<file path="src/rtl/pong_game_ctrl.sv">
// Pong game-flow controller: sequences serve, play, point pause, player pause
// and game over, and keeps both players' scores from the ball's boundary pulses.
module pong_game_ctrl #(
  parameter int WIN_SCORE   = 7,
  parameter int SERVE_TICKS = 60,
  parameter int POINT_TICKS = 90,
  parameter int TIMER_W     = 8,
  parameter int SCORE_W     = 4
) (
  input  logic               i_clk,
  input  logic               i_reset,
  input  logic               i_tick,
  input  logic               i_start,
  input  logic               i_pause,
  input  logic               i_score_left,
  input  logic               i_score_right,
  output logic               o_ball_hold,
  output logic               o_ball_run,
  output logic               o_serve_dir,
  output logic [SCORE_W-1:0] o_left_score,
  output logic [SCORE_W-1:0] o_right_score,
  output logic               o_game_over,
  output logic               o_winner,
  output logic [2:0]         o_state
);

  typedef enum logic [2:0] {
    S_IDLE      = 3'd0,
    S_SERVE     = 3'd1,
    S_PLAY      = 3'd2,
    S_POINT     = 3'd3,
    S_PAUSED    = 3'd4,
    S_GAME_OVER = 3'd5
  } state_t;

  localparam logic [TIMER_W-1:0] SERVE_LD = TIMER_W'(SERVE_TICKS);
  localparam logic [TIMER_W-1:0] POINT_LD = TIMER_W'(POINT_TICKS);
  localparam logic [TIMER_W-1:0] T_ONE    = TIMER_W'(1);
  localparam logic [SCORE_W-1:0] WIN      = SCORE_W'(WIN_SCORE);

  state_t               r_state, w_state_nxt;
  logic [TIMER_W-1:0]   r_timer, w_timer_nxt;
  logic [SCORE_W-1:0]   r_left, w_left_nxt;
  logic [SCORE_W-1:0]   r_right, w_right_nxt;
  logic                 r_dir, w_dir_nxt;
  logic                 r_winner, w_winner_nxt;
  logic                 r_start_q, r_pause_q;
  logic                 r_ball_hold, r_ball_run, r_game_over;
  logic                 w_start_rise, w_pause_rise;

  assign w_start_rise = i_start & ~r_start_q;
  assign w_pause_rise = i_pause & ~r_pause_q;

  always_comb begin
    w_state_nxt  = r_state;
    w_timer_nxt  = r_timer;
    w_left_nxt   = r_left;
    w_right_nxt  = r_right;
    w_dir_nxt    = r_dir;
    w_winner_nxt = r_winner;
    case (r_state)
      S_IDLE, S_GAME_OVER: begin
        if (w_start_rise) begin
          w_left_nxt  = '0;
          w_right_nxt = '0;
          w_dir_nxt   = 1'b0;
          w_timer_nxt = SERVE_LD;
          w_state_nxt = S_SERVE;
        end
      end
      S_SERVE: begin
        if (i_tick) begin
          w_timer_nxt = r_timer - 1'b1;
          if (r_timer == T_ONE) w_state_nxt = S_PLAY;
        end
      end
      S_PLAY: begin
        // Simultaneous boundary pulses are a glitch: no point, just re-serve.
        if (i_score_right && !i_score_left) begin
          if (r_left < WIN) w_left_nxt = r_left + 1'b1;
          w_dir_nxt   = 1'b0;
          w_timer_nxt = POINT_LD;
          w_state_nxt = S_POINT;
        end else if (i_score_left && !i_score_right) begin
          if (r_right < WIN) w_right_nxt = r_right + 1'b1;
          w_dir_nxt   = 1'b1;
          w_timer_nxt = POINT_LD;
          w_state_nxt = S_POINT;
        end else if (i_score_left && i_score_right) begin
          w_timer_nxt = SERVE_LD;
          w_state_nxt = S_SERVE;
        end else if (w_pause_rise) begin
          w_state_nxt = S_PAUSED;
        end
      end
      S_POINT: begin
        if (i_tick) begin
          w_timer_nxt = r_timer - 1'b1;
          if (r_timer == T_ONE) begin
            if (r_left == WIN || r_right == WIN) begin
              w_winner_nxt = (r_right == WIN);
              w_state_nxt  = S_GAME_OVER;
            end else begin
              w_timer_nxt = SERVE_LD;
              w_state_nxt = S_SERVE;
            end
          end
        end
      end
      S_PAUSED: begin
        if (w_pause_rise) w_state_nxt = S_PLAY;
      end
      default: w_state_nxt = S_IDLE;
    endcase
  end

  always_ff @(posedge i_clk) begin
    if (i_reset) begin
      r_state     <= S_IDLE;
      r_timer     <= '0;
      r_left      <= '0;
      r_right     <= '0;
      r_dir       <= 1'b0;
      r_winner    <= 1'b0;
      r_start_q   <= 1'b0;
      r_pause_q   <= 1'b0;
      r_ball_hold <= 1'b1;
      r_ball_run  <= 1'b0;
      r_game_over <= 1'b0;
    end else begin
      r_state     <= w_state_nxt;
      r_timer     <= w_timer_nxt;
      r_left      <= w_left_nxt;
      r_right     <= w_right_nxt;
      r_dir       <= w_dir_nxt;
      r_winner    <= w_winner_nxt;
      r_start_q   <= i_start;
      r_pause_q   <= i_pause;
      // Decoded from the next state so they line up with r_state.
      r_ball_hold <= (w_state_nxt inside {S_IDLE, S_SERVE, S_POINT, S_GAME_OVER});
      r_ball_run  <= (w_state_nxt == S_PLAY);
      r_game_over <= (w_state_nxt == S_GAME_OVER);
    end
  end

  assign o_ball_hold   = r_ball_hold;
  assign o_ball_run    = r_ball_run;
  assign o_serve_dir   = r_dir;
  assign o_left_score  = r_left;
  assign o_right_score = r_right;
  assign o_game_over   = r_game_over;
  assign o_winner      = r_winner;
  assign o_state       = r_state;

endmodule
</file>
<file path="config.mk">
export PLATFORM = sky130hd
export DESIGN_NAME = pong_game_ctrl
export DESIGN_NICKNAME = d
export VERILOG_FILES = /design/src/rtl/pong_game_ctrl.sv
export SDC_FILE = /design/constraint.sdc
export NUM_CORES = 1
export LEC_CHECK = 0
export CAP_MARGIN = 20
export CORE_MARGIN = 8
export CORE_UTILIZATION = 37
export DETAILED_ROUTE_END_ITERATION = 16
export GPL_TIMING_DRIVEN = 0
export SETUP_SLACK_MARGIN = 0.1
export SLEW_MARGIN = 20
export SYNTH_ARGS = -nofsm -noshare
export SYNTH_HDL_FRONTEND = slang
export SYNTH_SLANG_ARGS = --single-unit
</file>
<file path="constraint.sdc">
create_clock -name i_clk -period 2.8 [get_ports i_clk]
set_input_delay 0.56 -clock i_clk [delete_from_list [all_inputs] [get_ports i_clk]]
set_output_delay 0.56 -clock i_clk [all_outputs]
set_load 0.1 [all_outputs]
</file>
==> out/metrics.csv, run 1 <==
metric,value,unit
status,completed,
Final nets,209,
worst reg2reg setup slack,0.57,ns
hold depth,2,
DPL Wire Length,2700,um
FILL cells,378,
Worst Skew,0.00221,ns
first-pass GRT wire length,6090,um
Placed Area,1710,um^2
critical-path cell list,clkdlybuf4s50_1 -> inv_1 -> ha_2 -> nand2_1 -> o221ai_1 -> and3_1 -> or4_1 -> a31oi_1,
Worst setup SP type,input pin,
pre-CTS setup slack,-0.162,ns
cts bufs inserted,3,
post-synthesis mux area share,0.0139,
R2R Path End,r_timer[4]$_SDFFE_PP0P_,
remaining antenna violation count after routing,0,
CTS Buffer Depth,2,
Global Route Usage Sum,0.118,
Final Critical Period,2.52,ns
Register Area,520,um^2
Pre-antenna DRT Iters,4,
number of synthesized flops with an enable pin,0,
fin area,1770,um^2
sequential share of the synthesized area,0.360,
die area,6160,um^2
Final Hold Viols,0,
Ys Warns,0,
Crit Reg-Reg Startpoint,r_timer[2]$_SDFFE_PP0P_,
final setup fails,0,
crit end category,flop,
"Worst Setup Slack, final",0.277,ns
clock root buffer,clkbuf_8,
Core Footprint,3720,um^2
Reg2Reg Depth,6,
CP max FO,10,
Syn Area/Cell,8.49,um^2
cell family with most CP delay,simple AND/OR/NAND/NOR gates,
initial antenna violation count,0,
hold_buf cts,0,
die height,78.5,um
maximum VDD drop,0.212,mV
ys flop type,dfxtp_1,
routed len/inst,14.4,um
CP Data Required Time,3.01,ns
total power,0.802,mW
CP Data Arrival Time,2.73,ns
post-synthesis simple-gate area fraction,0.297,
hold_ws,0.517,ns
Power per Cell Area,453,nW/um^2
vias in the first global route,1325,
slew at the pin closest to its max-slew limit,0.983,ns
chip width,78.5,um
clock-pin slew on the worst setup and hold paths,0.09,ns
largest net degree at the start of global routing,15,
Syn-to-layout area delta,22.5,%
Skew-Pair Late Insertion Delay,0.28,ns
diode count,0,
CTS H-tree depth,1,
combinational family with the most area after synthesis,simple AND/OR/NAND/NOR gates,
post-synthesis cell area,1440,um^2
max cap viols,0,
Residual DRC,0,
Overflow after GRT,0,
"most common cell after layout, fill and taps aside",dfxtp_1,
Mapped Nets,184,
postcts setup bufs,0,
Hold Path Sink,o_serve_dir$_SDFFE_PP0P_,
Worst path slowest cell,or4_1,
Compound-Gate Fraction of Synth Area,0.224,
detailed router's first-iteration violation count,87,
Async SR Flop Fraction,0,
post-route clock period utilization,0.901,
RSZ-0062 raised after global routing,false,
TritonCTS clock tree,built,
xor/xnor share of the synthesized area,0.00607,
share of layout cells above drive strength 1,0.0722,
Initial Utilization,0.389,
Final Max Tran Viols,0,
CTS sink cnt,26,
count of cell types in the netlist,46,
WP buf/inv,2,
post-route insts no fill,242,
cells after synthesis,170,
hold_sp,o_serve_dir$_SDFFE_PP0P_,
num ports,23,
PortBufs,21,
Max-slew headroom,0.343,
cell row count,22,
Yosys reg bits,26,
WL final,3490,um
kind of critical path,input pin to flop,
dpl cells,239,
Final Wtd Congestion,0.870,
most frequent cells in the layout,"dfxtp_1, clkdlybuf4s50_1, nor2_1, a21oi_1, nand2_1",
Fmax,396,MHz
DR vias/cell,5.63,
Leak,0.631,nW
via count,1362,
"slowest stage delay, CP",0.56,ns
Hold/Removal Path Class,flop to flop,
Adder-Cell Fraction of Synth Area,0.0607,
multi-input logic area,873,um^2
==> sequential cells by signal (all words and copies together), names as in the netlist <==
signal	count
r_start_q	1
o_right_score	4
r_pause_q	1
o_state	3
o_game_over	1
o_serve_dir	1
r_timer	8
o_winner	1
o_left_score	4
o_ball_run	1
o_ball_hold	1
==> cell type report <==
class,instances,area share
multi-input combinational,130,0.494
buffer,6,0.0134
clock buffer,4,0.0311
sequential,26,0.294
timing repair buffer,21,0.119
tap,48,0.0339
inverter,7,0.0149
==> metal layers <==
layer | routed length, um | part of all wire | global-route usage | vias up
met1 | 1660 | 0.48 | 0.147 | 655
met4 | 57 | 0.016 | 0.0500 | 0
li1 | - | - | - | 678
met2 | 1580 | 0.45 | 0.191 | 24
met3 | 192 | 0.055 | 0.0273 | 5
met5 | 0 | 0 | 0 | -
==> per-stage QoR <==
stage               utilization  TNS [ns]
finish                    0.476         0
CTS                       0.476         0
detailed placement        0.461    -0.427
global placement          0.461    -0.267
floorplan                     -         0
global route              0.476         0
==> worst reg2reg max path, stage by stage (launching register included) <==
cell and delay [ns]:
dfxtp_1 0.36, or4_1 0.52, buf_2 0.17, or4_4 0.50, o21ai_4 0.25, nor2_1 0.12
a311oi_2 0.23
==> cell usage after synthesis (all sizes together) (3+ instances only) <==
cell type | number | area share
dfxtp | 26 | 0.36
nor2 | 16 | 0.042
a21oi | 13 | 0.045
nand2 | 11 | 0.029
ha | 7 | 0.061
inv | 7 | 0.018
nor2b | 7 | 0.030
nor3 | 7 | 0.024
clkbuf | 6 | 0.016
nand2b | 6 | 0.026
o21ai | 6 | 0.029
or4 | 6 | 0.034
nand3b | 5 | 0.026
or3 | 5 | 0.022
nor4 | 4 | 0.017
and3 | 3 | 0.013
nand3 | 3 | 0.010
o221ai | 3 | 0.018
==> logic make-up after synthesis <==
kind of cell,Yosys count
and+or+nand+nor,77
AOI/OAI and AO/OA,43
DFF,26
buffers and inverters,14
adders and majority gates,7
muxes,2
xor gates and xnor gates,1
==> repair_timing <==
action	4_1_cts	5_1_grt
resized for setup	0	2
endpoints found under the hold margin	0	0
endpoints found under the setup margin	0	6
==> where the power goes <==
part / leakage, nW / internal [mW] / switching, mW
Sequential: 0.212 / 0.383 / 0.0158
Combinational: 0.391 / 0.0602 / 0.0923
Clock: 0.0288 / 0.126 / 0.124
==> how the worst max path moves through the flow <==
stage                                startpoint                      end  slack [ns]  depth (start not counted)
after floorplan           o_state[0]$_SDFF_PP0_  r_timer[6]$_SDFFE_PP0P_        0.26                          6
after global placement             i_score_left  r_timer[6]$_SDFFE_PP0P_       -0.12                          9
after detailed placement           i_score_left  r_timer[6]$_SDFFE_PP0P_       -0.16                          9
after CTS                          i_score_left  r_timer[6]$_SDFFE_PP0P_        0.12                          9
after global routing               i_score_left  r_timer[6]$_SDFFE_PP0P_        0.12                          8
final                              i_score_left  r_timer[6]$_SDFFE_PP0P_        0.28                          8
(Power assumes the default switching activity.)
==> inputs of run 2 (changes only) <==
--- a/config.mk
+++ b/config.mk
@@ -10,6 +10,7 @@
 export CORE_UTILIZATION = 37
 export DETAILED_ROUTE_END_ITERATION = 16
 export GPL_TIMING_DRIVEN = 0
+export PLACE_DENSITY_LB_ADDON = 0.05
 export SETUP_SLACK_MARGIN = 0.1
 export SLEW_MARGIN = 20
 export SYNTH_ARGS = -nofsm -noshare
==> run 2 against run 1 <==
  * Via count is 2.8% lower
  * Wire length is 2.1% higher
  * Clock skew is 0.0042 ns higher
  * Power is 7.8% higher
  * Sequential cell count stayed put
  * Sequential share of layout area is 0.37 points lower
  * Clock-buffer cell count is 1 lower
  * Register-to-register slack worse by 0.13 ns
  * Utilization is 0.61 points higher
  * Critical path type unchanged
  * Critical endpoint is now o_ball_hold$_SDFF_PP1_
  * Largest power group unchanged
==> out/metrics.csv, run 2 (synthesized netlist as in run 1, its figures left out) <==
metric,value,unit,change
post-route insts no fill,242,,unchanged
CP Data Arrival Time,2.76,ns,+0.03 ns
Leak,0.639,nW,+1.2%
Int Pwr,0.635,mW,+12%
critical-path cell list,clkdlybuf4s50_1 -> or4bb_1 -> a2111oi_0 -> nor3_1 -> nor2_1 -> a22oi_1,,
hold_buf cts,0,,unchanged
Power per Cell Area,482,nW/um^2,+6.4%
Top Layer Used,met4,,
Global Route Usage Sum,0.120,,+0.00216
CP Data Required Time,2.96,ns,-0.05 ns
sequential share of power,0.460,,-0.038
Core Footprint,3720,um^2,unchanged
most frequent cells in the layout,"dfxtp_1, clkdlybuf4s50_1, nor2_1, a21oi_1, nand2_1",,
dpl cells,239,,unchanged
Pre-antenna DRT Iters,4,,unchanged
Worst path slowest cell,a2111oi_0,,
"slowest stage delay, CP",0.69,ns,+0.13 ns
DR vias/cell,5.47,,-2.8%
Biggest register,r_timer,,
num ports,23,,unchanged
first-pass GRT wire length,6180,um,+1.5%
Worst Skew,0.00643,ns,+0.00422 ns
Final nets,209,,unchanged
CP Launch Point,i_tick,,
maximum VDD drop,0.268,mV,+26%
hold_ws,0.521,ns,+0.00320 ns
max cap viols,0,,unchanged
met2 wire length,1690,um,+7.0%
via count,1324,,-2.8%
kind of critical path,input pin to flop,,
Final Critical Period,2.60,ns,+0.0804 ns
RSZ-0062 raised after global routing,false,,
CP max FO,5,,-5
Initial Utilization,0.389,,unchanged
max reg flops,8,,unchanged
crit end category,flop,,
fin area,1790,um^2,+1.3%
final setup fails,0,,unchanged
Logic pwr share,0.178,,-0.012
diode count,0,,unchanged
CTS sink cnt,26,,unchanged
Overflow after GRT,0,,unchanged
Skew-Pair Late Insertion Delay,0.27,ns,about the same
Reg2Reg Depth,6,,unchanged
share of layout cells above drive strength 1,0.0825,,+0.0103
cts bufs inserted,3,,unchanged
die area,6160,um^2,unchanged
M1 WL,1660,um,-0.24%
chip width,78.5,um,unchanged
CTS H-tree depth,1,,unchanged
WL final,3570,um,+2.1%
clock-pin slew on the worst setup and hold paths,0.09,ns,about the same
Layout Utilization,0.482,,+0.00606
slew at the pin closest to its max-slew limit,0.986,ns,+0.00294 ns
Worst setup SP type,input pin,,
remaining antenna violation count after routing,0,,unchanged
Syn-to-layout area delta,24.1,%,
Hold/Removal Path Class,flop to flop,,
status,completed,,
Residual DRC,0,,unchanged
CTS Buffer Depth,2,,unchanged
Routed met3 length,197,um,+2.6%
Sw Share,0.265,,-0.0249
detailed router's first-iteration violation count,62,,-29%
PortBufs,21,,unchanged
largest net degree at the start of global routing,16,,+1
Final Wtd Congestion,0.856,,-1.7%
hold depth,2,,unchanged
Crit Reg-Reg Startpoint,r_timer[0]$_SDFFE_PP0P_,,
routed len/inst,14.7,um,+2.1%
"most common cell after layout, fill and taps aside",dfxtp_1,,
die height,78.5,um,unchanged
post-route clock period utilization,0.930,,+0.0287
hold_sp,r_timer[0]$_SDFFE_PP0P_,,
Fmax,384,MHz,-3.1%
Final Max Tran Viols,0,,unchanged
P_sw,0.229,mW,-1.5%
postcts setup bufs,0,,unchanged
Final Hold Viols,0,,unchanged
cell row count,22,,unchanged
vias in the first global route,1302,,-1.7%
clock share of power,0.362,,+0.050
initial antenna violation count,0,,unchanged
Max-slew headroom,0.341,,-0.00197
DPL Wire Length,2730,um,+1.4%
clock root buffer,clkbuf_8,,
Placed Area,1710,um^2,unchanged
TritonCTS clock tree,built,,
-- run 2: per-stage QoR --
stage	total power [mW]	setup WS [ns]	setup TNS (ns)
6_report	0.864	0.196	0
5_1_grt	0.907	0.100	0
4_1_cts	0.870	0.157	0
3_5_place_dp	0.559	-0.125	-0.423
3_3_place_gp	0.558	-0.124	-0.394
2_1_floorplan	0.518	0.264	0
-- run 2: cell type report --
| cell class | instances | area, um^2 |
|---|---|---|
| Timing Repair Buffer | 21 | 210 |
| Tap cell | 48 | 60.1 |
| Inverter | 7 | 26.3 |
| Sequential cell | 26 | 520 |
| Multi-Input combinational cell | 130 | 880 |
| Clock buffer | 3 | 41.3 |
| Buffer | 6 | 23.8 |
| Fill cell | 374 | 1920 |
| Clock inverter | 1 | 30.0 |
-- run 2: timing repair --
item	CTS	global route
gates resized for setup	0	3
hold endpoints to repair	0	0
setup endpoints to repair	0	5
-- run 2: path summary, 6_finish.rpt --
| check | end | slack, ns |
|---|---|---|
| hold / removal | r_timer[0]$_SDFFE_PP0P_ | 0.52 |
| setup / recovery | o_ball_hold$_SDFF_PP1_ | 0.20 |
| setup reg to reg | o_ball_hold$_SDFF_PP1_ | 0.44 |
| hold reg to reg | r_timer[0]$_SDFFE_PP0P_ | 0.52 |
-- run 2: worst max-delay path, delay by kind of cell --
| family | cells | cell delay (ns) |
|---|---|---|
| and+or+nand+nor | 3 | 0.93 |
| AOI/OAI and AO/OA | 2 | 0.79 |
| buffers and inverters | 1 | 0.49 |
-- run 2: power by group through the flow --
stage          sequential [mW]  combinational (mW)  clock (mW)
6_report                 0.398               0.154       0.313
5_1_grt                  0.401               0.175       0.331
4_1_cts                  0.398               0.154       0.319
3_5_place_dp             0.406               0.153           0
3_3_place_gp             0.406               0.151           0
2_1_floorplan            0.416               0.101           0
-- run 2: metal layers --
metal	track usage	vias to the layer above
li1	-	686
met1	0.148	609
met2	0.206	27
met3	0.0308	2
met4	0.0222	0
met5	0	-
==> inputs of run 3 (changes only) <==
--- a/config.mk
+++ b/config.mk
@@ -8,6 +8,7 @@
 export CAP_MARGIN = 20
 export CORE_MARGIN = 8
 export CORE_UTILIZATION = 37
+export CTS_BUF_LIST = sky130_fd_sc_hd__clkbuf_8 sky130_fd_sc_hd__clkbuf_16
 export DETAILED_ROUTE_END_ITERATION = 16
 export GPL_TIMING_DRIVEN = 0
 export PLACE_DENSITY_LB_ADDON = 0.05
==> results of run 3 <==
No change in the layout: final DEF, timing and power equal those of run 2.
